### src/rtl/positaccum_round_16_pkg.sv
// rtl/positaccum_round_16_pkg.sv - shared constants, round record type and regime helper for the posit<16,2> packer
package positaccum_round_16_pkg;

    // Serialized accumulator word: [157]sgn [156:149]scale [148:2]fraction [1]inf [0]zero
    localparam int POSIT_SERIALIZED_WIDTH_ACCUM_ES2 = 158;
    localparam int FBITS_ACCUM                      = 147;
    // Aligned body: up to 16 regime bits + 2 exponent bits + fraction
    localparam int BODY_W                           = FBITS_ACCUM + 18;

    localparam int          POSIT16_ES2_MAXSCALE = 56;
    localparam logic [15:0] POSIT16_NAR          = 16'h8000;
    localparam logic [15:0] POSIT16_MAXPOS       = 16'h7FFF;
    localparam logic [15:0] POSIT16_MINPOS       = 16'h0001;

    typedef struct packed {
        logic [14:0] mag;
        logic        guard;
        logic        sticky;
        logic        sgn;
        logic        inf;
        logic        zero;
    } posit16_round_t;

    // Length of the regime run (identical bits before the terminator)
    function automatic logic [4:0] regime_run(input logic signed [5:0] k);
        return (k >= 0) ? 5'(k + 6'sd1) : 5'(-k);
    endfunction

endpackage

### src/rtl/posit_skid2.sv
// rtl/posit_skid2.sv - 2-entry FIFO-ordered valid/ready skid buffer
module posit_skid2 #(
    parameter int W = 18
) (
    input  logic         clk,
    input  logic         rst,
    input  logic [W-1:0] s_tdata,
    input  logic         s_tvalid,
    output logic [W-1:0] m_tdata,
    output logic         m_tvalid,
    input  logic         m_tready,
    output logic         full
);

    logic [W-1:0] mem0, mem1;
    logic         rd_ptr;
    logic         wr_ptr;
    logic [1:0]   count;
    logic         push, pop;

    assign m_tvalid = (count != 2'd0);
    assign full     = (count == 2'd2);
    assign pop      = m_tready & m_tvalid;
    // A push into a full buffer is only accepted when the head leaves the same cycle
    assign push     = s_tvalid & (~full | pop);
    assign wr_ptr   = rd_ptr ^ count[0];
    assign m_tdata  = rd_ptr ? mem1 : mem0;

    // Storage, read pointer and occupancy
    always_ff @(posedge clk or posedge rst) begin
        if (rst) begin
            mem0   <= '0;
            mem1   <= '0;
            rd_ptr <= 1'b0;
            count  <= 2'd0;
        end else begin
            if (push) begin
                if (wr_ptr) mem1 <= s_tdata;
                else        mem0 <= s_tdata;
            end
            if (pop) rd_ptr <= ~rd_ptr;
            count <= count + {1'b0, push} - {1'b0, pop};
        end
    end

endmodule

### src/rtl/shift_right.sv
// rtl/shift_right.sv - zero-filling logical right shifter
module shift_right #(
    parameter int N = 8,
    parameter int S = 3
) (
    input  logic [N-1:0] din,
    input  logic [S-1:0] shamt,
    output logic [N-1:0] dout
);

    assign dout = din >> shamt;

endmodule

### src/rtl/positaccum_round_16.sv
// rtl/positaccum_round_16.sv - packs accumulator result into posit<16,2> with RNE; option POSIT_ACCUM_STICKY_EN
module positaccum_round_16
    import positaccum_round_16_pkg::*;
#(
    parameter int NBITS      = 16,
    parameter int ES         = 2,
    parameter int SKID_DEPTH = 2
) (
    input  logic                                        clk,
    input  logic                                        rst,
    input  logic [POSIT_SERIALIZED_WIDTH_ACCUM_ES2-1:0] in_data,
    input  logic                                        in_valid,
    input  logic                                        in_truncated,
    output logic                                        in_ready,
    output logic [15:0]                                 out_posit,
    output logic                                        out_valid,
    input  logic                                        out_ready,
    output logic                                        out_inexact,
    output logic                                        out_nar,
    output logic                                        overrun
);

    if (NBITS != 16) begin : g_nbits_chk
        $error("positaccum_round_16: only NBITS=16 is supported");
    end
    if (ES != 2) begin : g_es_chk
        $error("positaccum_round_16: only ES=2 is supported");
    end
    if (SKID_DEPTH != 2) begin : g_skid_chk
        $error("positaccum_round_16: only SKID_DEPTH=2 is supported");
    end

    logic pipe_en;
    logic skid_full;

    // ---------------- S1: field capture ----------------
    logic                    s1_valid, s1_sgn, s1_inf, s1_zero;
    logic signed [7:0]       s1_scale;
    logic signed [5:0]       s1_k;
    logic [1:0]              s1_e;
    logic [FBITS_ACCUM-1:0]  s1_frac;
    logic signed [7:0]       in_scale;
    logic                    sticky_extra;

    assign in_scale = in_data[156:149];

    // Register the serialized fields and split scale into regime k and exponent e
    always_ff @(posedge clk or posedge rst) begin
        if (rst) begin
            s1_valid <= 1'b0;
            s1_sgn   <= 1'b0;
            s1_scale <= '0;
            s1_k     <= '0;
            s1_e     <= '0;
            s1_frac  <= '0;
            s1_inf   <= 1'b0;
            s1_zero  <= 1'b0;
        end else if (pipe_en) begin
            s1_valid <= in_valid;
            s1_sgn   <= in_data[157];
            s1_scale <= in_scale;
            s1_k     <= 6'(in_scale >>> 2);
            s1_e     <= in_scale[1:0];
            s1_frac  <= in_data[148:2];
            s1_inf   <= in_data[1];
            s1_zero  <= in_data[0];
        end
    end

`ifdef POSIT_ACCUM_STICKY_EN
    logic s1_trunc;

    // Truncation from the accumulator travels with its value and joins the sticky bit
    always_ff @(posedge clk or posedge rst) begin
        if (rst)          s1_trunc <= 1'b0;
        else if (pipe_en) s1_trunc <= in_truncated;
    end
    assign sticky_extra = s1_trunc;
`else
    logic unused_trunc;
    assign unused_trunc = in_truncated;
    assign sticky_extra = 1'b0;
`endif

    // ---------------- S2: regime build, alignment, clamp ----------------
    // The run bits are shifted in from the top; a run of ones is produced by
    // shifting the complement with zero fill and complementing back.
    logic              run_ones;
    logic [4:0]        run_len;
    logic [BODY_W-1:0] body_raw, sh_in, sh_out, body;
    posit16_round_t    s2_d, s2_q;
    logic              s2_valid;

    assign run_ones = ~s1_k[5];
    assign run_len  = regime_run(s1_k);
    assign body_raw = {s1_k[5], s1_e, s1_frac, 15'd0};
    assign sh_in    = run_ones ? ~body_raw : body_raw;
    assign body     = run_ones ? ~sh_out : sh_out;

    shift_right #(.N(BODY_W), .S(5)) u_align (
        .din   (sh_in),
        .shamt (run_len),
        .dout  (sh_out)
    );

    // Slice the top 15 bits, derive guard/sticky, and override with clamp values
    always_comb begin
        s2_d.mag    = body[BODY_W-1 -: 15];
        s2_d.guard  = body[BODY_W-16];
        s2_d.sticky = (|body[BODY_W-17:0]) | sticky_extra;
        s2_d.sgn    = s1_sgn;
        s2_d.inf    = s1_inf;
        s2_d.zero   = s1_zero;
        // Clamped results are marked inexact via sticky with guard=0, so they never round
        if (int'(s1_scale) > POSIT16_ES2_MAXSCALE) begin
            s2_d.mag    = POSIT16_MAXPOS[14:0];
            s2_d.guard  = 1'b0;
            s2_d.sticky = 1'b1;
        end else if (int'(s1_scale) < -POSIT16_ES2_MAXSCALE) begin
            s2_d.mag    = POSIT16_MINPOS[14:0];
            s2_d.guard  = 1'b0;
            s2_d.sticky = 1'b1;
        end
    end

    // S2 pipeline register
    always_ff @(posedge clk or posedge rst) begin
        if (rst) begin
            s2_valid <= 1'b0;
            s2_q     <= '0;
        end else if (pipe_en) begin
            s2_valid <= s1_valid;
            s2_q     <= s2_d;
        end
    end

    // ---------------- S3: round, sign, special values ----------------
    logic        rnd_inc;
    logic [14:0] rnd_mag;
    logic [15:0] mag_word;
    logic [15:0] s3_posit_d;
    logic        s3_inexact_d, s3_nar_d;
    logic        s3_valid, s3_inexact, s3_nar;
    logic [15:0] s3_posit;

    // Round to nearest even, saturate at maxpos, never round to zero, then apply sign
    always_comb begin
        rnd_inc = s2_q.guard & (s2_q.sticky | s2_q.mag[0]);
        if (s2_q.mag == POSIT16_MAXPOS[14:0]) rnd_mag = POSIT16_MAXPOS[14:0];
        else                                  rnd_mag = s2_q.mag + {14'd0, rnd_inc};
        if (rnd_mag == 15'd0) rnd_mag = POSIT16_MINPOS[14:0];
        mag_word     = {1'b0, rnd_mag};
        s3_posit_d   = s2_q.sgn ? (16'd0 - mag_word) : mag_word;
        s3_inexact_d = s2_q.guard | s2_q.sticky;
        s3_nar_d     = 1'b0;
        if (s2_q.inf) begin
            s3_posit_d   = POSIT16_NAR;
            s3_inexact_d = 1'b0;
            s3_nar_d     = 1'b1;
        end else if (s2_q.zero) begin
            s3_posit_d   = 16'h0000;
            s3_inexact_d = 1'b0;
        end
    end

    // S3 pipeline register
    always_ff @(posedge clk or posedge rst) begin
        if (rst) begin
            s3_valid   <= 1'b0;
            s3_posit   <= '0;
            s3_inexact <= 1'b0;
            s3_nar     <= 1'b0;
        end else if (pipe_en) begin
            s3_valid   <= s2_valid;
            s3_posit   <= s3_posit_d;
            s3_inexact <= s3_inexact_d;
            s3_nar     <= s3_nar_d;
        end
    end

    // ---------------- flow control and output buffer ----------------
    // Stall depends on registered state only, so out_ready never reaches in_ready combinationally
    assign pipe_en  = ~(s3_valid & skid_full);
    assign in_ready = pipe_en;

    // Sticky record of inputs dropped because the pipe was stalled
    always_ff @(posedge clk or posedge rst) begin
        if (rst)                        overrun <= 1'b0;
        else if (in_valid & ~in_ready)  overrun <= 1'b1;
    end

    posit_skid2 #(.W(18)) u_skid (
        .clk      (clk),
        .rst      (rst),
        .s_tdata  ({s3_posit, s3_inexact, s3_nar}),
        .s_tvalid (s3_valid & pipe_en),
        .m_tdata  ({out_posit, out_inexact, out_nar}),
        .m_tvalid (out_valid),
        .m_tready (out_ready),
        .full     (skid_full)
    );

endmodule

### config.mk
export PLATFORM = sky130hd
export DESIGN_NAME = positaccum_round_16
export DESIGN_NICKNAME = d
export VERILOG_FILES = /design/src/rtl/positaccum_round_16_pkg.sv /design/src/rtl/posit_skid2.sv /design/src/rtl/shift_right.sv /design/src/rtl/positaccum_round_16.sv
export SDC_FILE = /design/constraint.sdc
export NUM_CORES = 1
export LEC_CHECK = 0
export ABC_AREA = 1
export CAP_MARGIN = 20
export CORE_MARGIN = 5
export CORE_UTILIZATION = 55
export DETAILED_ROUTE_END_ITERATION = 6
export PLACE_DENSITY = 0.83
export RECOVER_POWER = 100
export SYNTH_ARGS = -nofsm -noshare
export SYNTH_HDL_FRONTEND = slang
export SYNTH_SLANG_ARGS = --single-unit
### constraint.sdc
create_clock -name clk -period 7.92 [get_ports clk]
set_clock_uncertainty 0.05 [all_clocks]
set_input_delay 0.792 -clock clk [delete_from_list [all_inputs] [get_ports clk]]
set_output_delay 0.792 -clock clk [all_outputs]
set_load 0.005 [all_outputs]
Word level (Yosys, flattened, before mapping)
Index checks and enable logic that the tools add are counted.
{"block": "op_classes", "addsub": 6, "magnitude_cmp": 3, "eq_ne": 2, "shift": 1, "n_mux": 14, "n_bitwise": 16, "reduce_logical": 5}
{"operator": "$mux W165", "count": 2}
{"operator": "$not A165 Y165", "count": 2}
{"operator": "$shr A165 B5 Y165", "count": 1}
{"operator": "$reduce_or A149 Y1", "count": 1}
{"operator": "$mux W16", "count": 3}
{"operator": "$mux W17", "count": 2}
{"operator": "$mux W15", "count": 2}
{"operator": "$mux W18", "count": 1}
{"operator": "$sub A1 B15 Y16 const A", "count": 1}
{"operator": "$add A15 B1 Y15", "count": 1}
{"operator": "$eq A15 B15 Y1 const B", "count": 1}
{"operator": "$logic_not A15 Y1", "count": 1}
{"operator": "$gt A8 B7 Y1 const B", "count": 1}
{"operator": "$lt A8 B7 Y1 const B", "count": 1}
{"operator": "$and A1 B1 Y1", "count": 6}
{"operator": "$ge A6 B1 Y1 const B", "count": 1}
{"operator": "$add A5 B2 Y5 const B", "count": 1}
{"operator": "$mux W5", "count": 1}
{"operator": "$neg A5 Y5", "count": 1}
{"operator": "$not A1 Y1", "count": 4}
{"operator": "$reduce_and A2 Y1", "count": 2}
{"operator": "$mux W1", "count": 3}
{"operator": "$or A1 B1 Y1", "count": 3}
{"operator": "$add A2 B1 Y2", "count": 1}
{"operator": "4 further kinds", "count": 4}
{"block": "word_totals", "regBits": 247, "in_bits": 163, "out_inout_bits": 21, "elab_cells": 71}

Depth between registers and ports, before layout
Gate-level depths: netlist of run 1.
{"block": "logic_depth", "word_depth": 10, "mapped_depth": 27, "depth_no_buf": 27}

Hierarchy
A second synthesis of run 1 with hierarchy kept.
{"block": "unflattened", "hier_cells": 3629, "hier_area_um2": 22255.1}
{"mod": "positaccum_round_16", "n_inst": 1, "cells_each": 1426, "area_each_um2": 11180.7, "seq_area_each_um2": 5004.8}
{"mod": "shift_right", "n_inst": 1, "cells_each": 1958, "area_each_um2": 9071.2, "seq_area_each_um2": 0.0}
{"mod": "posit_skid2", "n_inst": 1, "cells_each": 245, "area_each_um2": 2003.2, "seq_area_each_um2": 975.9}

Worst setup path after synthesis of run 1
OpenSTA, ideal clock, no wires.
{"block": "synth_timing", "path_type": "reg2reg", "from": "reg s2_q[5] (netlist bit)", "to": "reg s3_posit[14]", "setup_ps": 130, "arrival_ps": 2897, "required_time_ps": 7740, "setup_slack_ps": 4843, "stages_incl_launch_ff": 26, "n_path_buf": 0, "period_less_slack_ps": 3077, "cell_sequence": "dfrtp_1 -> nor2_1 -> nor2_1 -> ha_1 -> nand2_1 -> nor2_1 -> nand2_1 -> nor2_1 -> nand3_1 -> nor2_1 -> nor2_1 -> inv_1 -> nor2_1 -> inv_2 -> nor2_1 -> nand4_1 -> nand2_1 -> nor2_2 -> ha_1 -> nand2_1 -> nor3_1 -> nand2_1 -> nor2_1 -> a31oi_1 -> o21ai_0 -> o21ai_0"}
{"block": "synth_between", "elab_chain_cells": 10, "elab_cells_between_ends": 11, "cone_classes": "add/sub (2); eq/ne (1); mux (5); bitwise (2); reduce/logical (1)"}
{"element": "start: declaration", "line_no": "positaccum_round_16.sv:91", "text": "posit16_round_t s2_d, s2_q;"}
{"element": "start signal: assignment", "line_no": "positaccum_round_16.sv:130", "text": "s2_q <= '0;"}
{"element": "start signal: assignment", "line_no": "positaccum_round_16.sv:133", "text": "s2_q <= s2_d;"}
{"element": "$or A1 B1 Y1", "line_no": "positaccum_round_16.sv:148", "text": "rnd_inc = s2_q.guard & (s2_q.sticky | s2_q.mag[0]);"}
{"element": "$and A1 B1 Y1", "line_no": "positaccum_round_16.sv:148"}
{"element": "$add A15 B1 Y15", "line_no": "positaccum_round_16.sv:150", "text": "else rnd_mag = s2_q.mag + {14'd0, rnd_inc};"}
{"element": "$mux W15 *", "line_no": "positaccum_round_16.sv:149", "text": "if (s2_q.mag == POSIT16_MAXPOS[14:0]) rnd_mag = POSIT16_MAXPOS[14:0];"}
{"element": "$logic_not A15 Y1", "line_no": "positaccum_round_16.sv:151", "text": "if (rnd_mag == 15'd0) rnd_mag = POSIT16_MINPOS[14:0];"}
{"element": "$mux W15 *", "line_no": "positaccum_round_16.sv:151"}
{"element": "$sub A1 B15 Y16", "line_no": "positaccum_round_16.sv:153", "text": "s3_posit_d = s2_q.sgn ? (16'd0 - mag_word) : mag_word;"}
{"element": "$mux W16 *", "line_no": "positaccum_round_16.sv:153"}
{"element": "$mux W16 *", "line_no": "positaccum_round_16.sv:160", "text": "end else if (s2_q.zero) begin"}
{"element": "$mux W16 *", "line_no": "positaccum_round_16.sv:156", "text": "if (s2_q.inf) begin"}
{"element": "end signal: assignment", "line_no": "positaccum_round_16.sv:175", "text": "s3_posit <= s3_posit_d;"}
{"element": "end: declaration", "line_no": "positaccum_round_16.sv:144", "text": "logic [15:0] s3_posit;"}
Every way passes the cells marked *; elsewhere a longest branch is shown, timed or not.
A chain may end at the register's enable or synchronous reset.

Final worst setup path of run 1
{"block": "layout_timing", "from": "reg u_skid.count[1]", "to": "reg s1_frac[3]"}
{"block": "layout_between", "elab_chain_cells": 2}
{"element": "start: declaration", "line_no": "posit_skid2.sv:18", "text": "logic [1:0] count;"}
{"element": "start signal: assignment", "line_no": "posit_skid2.sv:42", "text": "count <= count + {1'b0, push} - {1'b0, pop};"}
{"element": "$eq A2 B2 Y1", "line_no": "posit_skid2.sv:22", "text": "assign full = (count == 2'd2);"}
{"element": "$and A1 B1 Y1", "line_no": "positaccum_round_16.sv:183", "text": "assign pipe_en = ~(s3_valid & skid_full);"}
{"element": "end signal: assignment", "line_no": "positaccum_round_16.sv:64", "text": "s1_frac <= in_data[148:2];"}
{"element": "end: declaration", "line_no": "positaccum_round_16.sv:41", "text": "logic [FBITS_ACCUM-1:0] s1_frac;"}
No other way between the ends.

==> run metrics, run 1 <==
status=finished, violations left; failing checks=max-capacitance violations, max-slew violations; post-DR wirelength/cell=15.9 um; fraction of layout instances using a drive strength above 1=around 2.4%; global-route wire length before repair=between 100000 and 150000 um; initial antenna violation count=1; path type of the worst min-delay path=reg2reg; sequential-to-total area share from yosys stat=approximately 27%; Finished Cell Area=approximately 25000 um^2; fin util=a little over 60%; Setup crit start=u_skid.count[1]; area leader, netlist=nand2_1; PortBufs=around 180; detailed-route DRC error count=0; vias=25000; grt ovf=0; postcts setup bufs=0; ys async rst share=100%; Syn. warnings=0; post-layout minimum cycle time=approximately 5.9 ns; drt total wl=71200 um; DRT Pass-1 Iters=6; # IOs=between 150 and 200; Final Max Tran Viols=about 420; CP max FO=between 100 and 150; synth top area cells=nand2_1, dfrtp_1, nand3_1; worst slew pin tran=4.58 ns; worst path required time=between 8 and 9 ns; standard-cell rows=73; Starting Density=between 50% and 60%; # hold bufs at CTS=0; crit path launch type=flip-flop; worst r2r dst=s1_frac[3]; Avg Cell Area, Syn=between 5 and 6 um^2; placed inst area=about 24000 um^2; final setup violation count=0; normalized max-slew margin=-207%; final period utilization=between 70% and 80%; Post-layout nets=about 4000; TritonCTS clock tree=yes; max-capacitance violation count=5; CTS sink cnt=239; vias in the first global route=roughly 23000; worst hold slack=0.407 ns; Die Span Y=between 200 and 250 um; RD Place Congestion=between 0.9 and 1; multi-input logic area=roughly 14000 um^2; post-synth design cell area=between 20000 and 25000 um^2; CTS clk-pin slew, worst paths=roughly 0.070 ns; post-detail-place hpwl=about 52000 um; syn_nets=~4000; worst setup path end=s1_frac[3]; core area=39800 um^2; post-route ant nets=0; TritonCTS Buffers=28; area grow syn2layout=11.4%; post-cts sizing count=0; Synth top area share=a little under a third; RR Startpoint=u_skid.count[1]; Critical Path AT=around 6.3 ns; FF/Latch Area=around 6000 um^2; clk buf depth=3; htree depth=1; Layout fillers=3907; largest net degree at the start of global routing=150; flop-to-flop setup slack=2.04 ns; Post-synth top flop=dfrtp_1; DIE AREA=roughly 45000 um^2; unrepaired setup endpoints after global routing=false; Final Hold Fails=0; worst r2r path cells=8; fmax=between 0.15 and 0.2 GHz; Yosys reg bits=around 240; Die Width=~210 um; overall routing resource usage=31.6%; DR iter-0 viols=about 2600; synthesized instance count=between 3000 and 4000; CP endpoint kind=flip-flop; clk_lat worst skew=slightly below 0.6 ns; Post-synth EDFFs=0; routed vias/inst=approximately 5.6; Synth cell types=between 40 and 50; worst setup path class=reg2reg; root buffer cell=clkbuf_16; setup TNS=0 ns
[stage by stage]
stage / setup WS, ns / std cells
2_1_floorplan: 0.518 / 3914
3_3_place_gp: 3.16 / 4414
3_5_place_dp: 3.12 / 4414
4_1_cts: 3.12 / 4466
5_1_grt: 1.41 / 4468
6_report: 2.04 / 4468
[area by class of cell]
class	count	share of cell area, %
multi-input cells	3225	57.7
flip-flops and latches	239	24.2
repair buffers	207	8.09
clock buffers	43	3.42
inverters	219	3.39
well taps	525	2.65
clock inverters	9	0.526
diodes	1	0.0101
[layer usage]
| metal | track usage, % | share of wire, % | vias up |
|---|---|---|---|
| li1 | - | - | 12500 |
| met1 | 38.7 | 39 | 11300 |
| met2 | 55.0 | 48 | 925 |
| met3 | 2.88 | 5.6 | 208 |
| met4 | 17.0 | 6.8 | 0 |
| met5 | 0 | 0 | - |
[Yosys cell counts, types with 2 or more instances]
cell type  number
xor2_1         63
o21ai_0       173
inv_2          12
nand2_2         4
clkbuf_1       79
nor2_1        188
a31oi_1         3
dfrtp_1       239
o21ai_1        22
buf_6          14
xnor2_1        53
nand4_1        23
clkinv_1        4
inv_1         202
ha_1            8
nor3_1         11
or2_2           2
buf_1          32
o31ai_1         2
and2_1          9
nand3_1       754
buf_2          87
nand2_1      1837
o21a_1          3
nor2_2          5
nand3b_1        5
o311ai_0        4
o211ai_1        2
o22ai_1        13
a21oi_1        32
buf_4          18
[kinds of logic (layout without fill, tap and decap cells)]
| kind of cell | count (synthesis) | after routing | synth area share [%] |
|---|---|---|---|
| buf+inv | 450 | 478 | 8.93 |
| other cells | 0 | 1 | 0 |
| xor+xnor | 116 | 116 | 4.57 |
| simple gates | 2843 | 2843 | 53.0 |
| fa+ha+maj | 8 | 8 | 0.451 |
| flops | 239 | 239 | 26.9 |
| compound gates | 258 | 258 | 6.11 |
[placed cells by master, fill, tap and decap left out, types with 2 or more instances in the layout]
master and n:
nand2_1 1836, nand3_1 754, dfrtp_1 238, inv_1 201, nor2_1 188, o21ai_0 174
clkdlybuf4s50_1 159, xor2_1 63, xnor2_1 53, a21oi_1 32, clkbuf_16 28, nand4_1 23
dlygate4sd3_1 23, o21ai_1 22, buf_4 18, o22ai_1 13, nor3_1 11, clkbuf_1 11
and2_1 9, clkbuf_8 9, inv_2 7, ha_1 7, nor2_2 5, clkinv_1 5
nand3b_1 5, nand2_4 4, o311ai_0 4, clkinv_2 4, inv_4 3, a31oi_1 3
o21a_1 3, o211ai_1 2, or2_2 2, o31ai_1 2, bufinv_16 2, inv_6 2
[flip-flops by register name (all words and copies together), names as in the netlist]
register and count:
s1_frac 147, s2_q 20, u_skid.mem0 18, u_skid.mem1 18, s3_posit 16, s1_scale 8, u_skid.count 2, overrun 1
s1_inf 1, s1_sgn 1, s1_valid 1, s1_zero 1, s2_valid 1, s3_inexact 1, s3_nar 1, s3_valid 1
u_skid.rd_ptr 1
[worst min-delay path by stage]
stage               startpoint       end  cells past startpoint
floorplan             s2_valid  s3_valid                      1
finish                 overrun   overrun                      1
global route           overrun   overrun                      1
detailed placement     overrun   overrun                      1
global placement      s2_valid  s3_valid                      1
CTS                    overrun   overrun                      1
[worst max-delay path, stage by stage, from the launching register on]
cell and delay [ns]:
dfrtp_1 0.37, inv_1 0.11, nor3_1 0.07, clkbuf_1 0.40
buf_4 0.51, inv_8 0.49, clkbuf_1 3.08, nand2_1 0.32
o21ai_0 0.23
Power of run 1 is not shown: default switching activity piles up to over one toggle a cycle in this logic, so the estimate is an artifact.
==> run 2, diff against run 1 <==
- PLACE_DENSITY: 0.83 -> 0.8
- clock period: 7.92 -> 5.9 ns (I/O delays scaled with it)
==> run 2 against run 1 <==
  * The run still ends with max-capacitance violations, max-slew violations left
  * Cell count about the same
  * Utilization up 0.31 points
  * Cell area up 0.50%
  * Non-clock buffer count up 6
  * Worst hold slack worse by 0.0073 ns
  * Sequential share of layout area down 0.12 points
==> run metrics, run 2 (same netlist as run 1, synthesis figures left out) <==
worst r2r dst=s2_q[3]; overall routing resource usage=32.3%; # hold bufs at CTS=0; routed vias/inst=approximately 5.6; Biggest register=s1_frac; CP max FO=75; Post-layout nets=4097; Starting Density=55.8%; CP endpoint kind=flip-flop; DIE AREA=approximately 45000 um^2; Final Max Tran Viols=287; post-DR wirelength/cell=~16 um; core area=between 30000 and 40000 um^2; path type of the worst min-delay path=reg2reg; vias in the first global route=23200; pre-CTS WS=approximately 1.3 ns; # IOs=roughly 180; detailed-route DRC error count=0; hold endpoint=overrun; TritonCTS Buffers=28; postcts setup bufs=0; setup TNS=0 ns; status=finished, violations left; global-route wire length before repair=between 100000 and 150000 um; post-route ant nets=0; CTS clk-pin slew, worst paths=0.06 ns; fmax=approximately 0.2 GHz; Die Span Y=211 um; standard-cell rows=73; Worst Setup Slack, final=between 1 and 1.5 ns; failing checks=max-capacitance violations, max-slew violations; final period utilization=82.7%; normalized max-slew margin=-135%; largest net degree at the start of global routing=212; DR iter-0 viols=~2500; commonest cells after routing, fill and taps aside=nand2_1, nand3_1, dfrtp_1; unrepaired setup endpoints after global routing=false; root buffer cell=clkbuf_16; DRT Pass-1 Iters=6; clk buf depth=3; TritonCTS clock tree=yes; Largest regs=s1_frac x147, s2_q x20; commonest non-fill, non-tap cell in the layout=nand2_1; post-cts sizing count=0; vias=between 20000 and 25000; worst path required time=roughly 6.3 ns; Critical Path AT=5.29 ns; WHS Path Cells=1; PortBufs=182; worst r2r path cells=20; worst setup path class=reg2reg; max FFs per register=about 150; grt ovf=0; CTS sink cnt=about 240; Die Width=211 um; final setup violation count=0; fraction of layout instances using a drive strength above 1=2.61%; worst slew pin tran=3.52 ns; clk_lat worst skew=roughly 0.58 ns; launch point of the worst hold path=overrun; Layout fillers=around 3900; area grow syn2layout=11.9%; htree depth=1; RD Place Congestion=1.00; RR Startpoint=s1_scale[7]; crit path launch type=flip-flop; Final Hold Fails=0; post-layout minimum cycle time=roughly 4.9 ns; max-capacitance violation count=3; post-detail-place hpwl=roughly 54000 um; drt total wl=73100 um; initial antenna violation count=1; flop-to-flop setup slack=slightly above 1 ns
==> run 2: per-stage QoR <==
stage	hold WS (ns)	utilization (%)	std cells	instance area (um^2)
after floorplan	0.390	-	3914	22200
after global placement	0.387	60.2	4420	24000
after detailed placement	0.394	60.2	4420	24000
after CTS	0.408	62.5	4470	24900
after global routing	0.416	62.4	4472	24900
final	0.400	62.4	4472	24900
==> run 2: how the worst max path moves through the flow <==
stage          depth (start not counted)         from      end
6_report                              20  s1_scale[7]  s2_q[3]
5_1_grt                               20  s1_scale[7]  s2_q[3]
4_1_cts                               21  s1_scale[7]  s2_q[3]
3_5_place_dp                          21  s1_scale[7]  s2_q[3]
3_3_place_gp                          21  s1_scale[7]  s2_q[3]
2_1_floorplan                          1          rst  overrun
==> run 2: cell type report <==
cell class	count	area (um^2)	share of cell area [%]
clock inverter	14	183	0.735
antenna	1	2.50	0.0101
timing repair buffer	213	2160	8.68
sequential	239	5980	24.1
inverter	219	842	3.39
multi-input combinational	3225	14300	57.4
tap	525	657	2.64
clock buffer	36	761	3.06
==> run 2: worst max-delay path: stages, from the launching register on <==
cell      delay (ns)
dfrtp_4         0.66
inv_4           0.45
nand2_1         0.13
nand2_1         0.08
nand2_1         0.05
nand2_1         0.13
clkbuf_2        1.02
buf_4           0.79
nand3_1         0.20
nand2_1         0.13
nand2_1         0.05
nor2_1          0.10
nand2_1         0.05
nand2_1         0.06
nand2_1         0.05
nor2_1          0.17
nand3_1         0.10
nand2_1         0.10
nand2_1         0.07
nor2_1          0.18
nor2_1          0.06
==> run 2: per-layer routing <==
metal	global-route usage [%]	share of wire, %
met5	0	0
met4	20.9	7.9
met3	3.24	5.2
met2	55.8	48
met1	38.4	39
Power of run 2 is left out for the same reason.
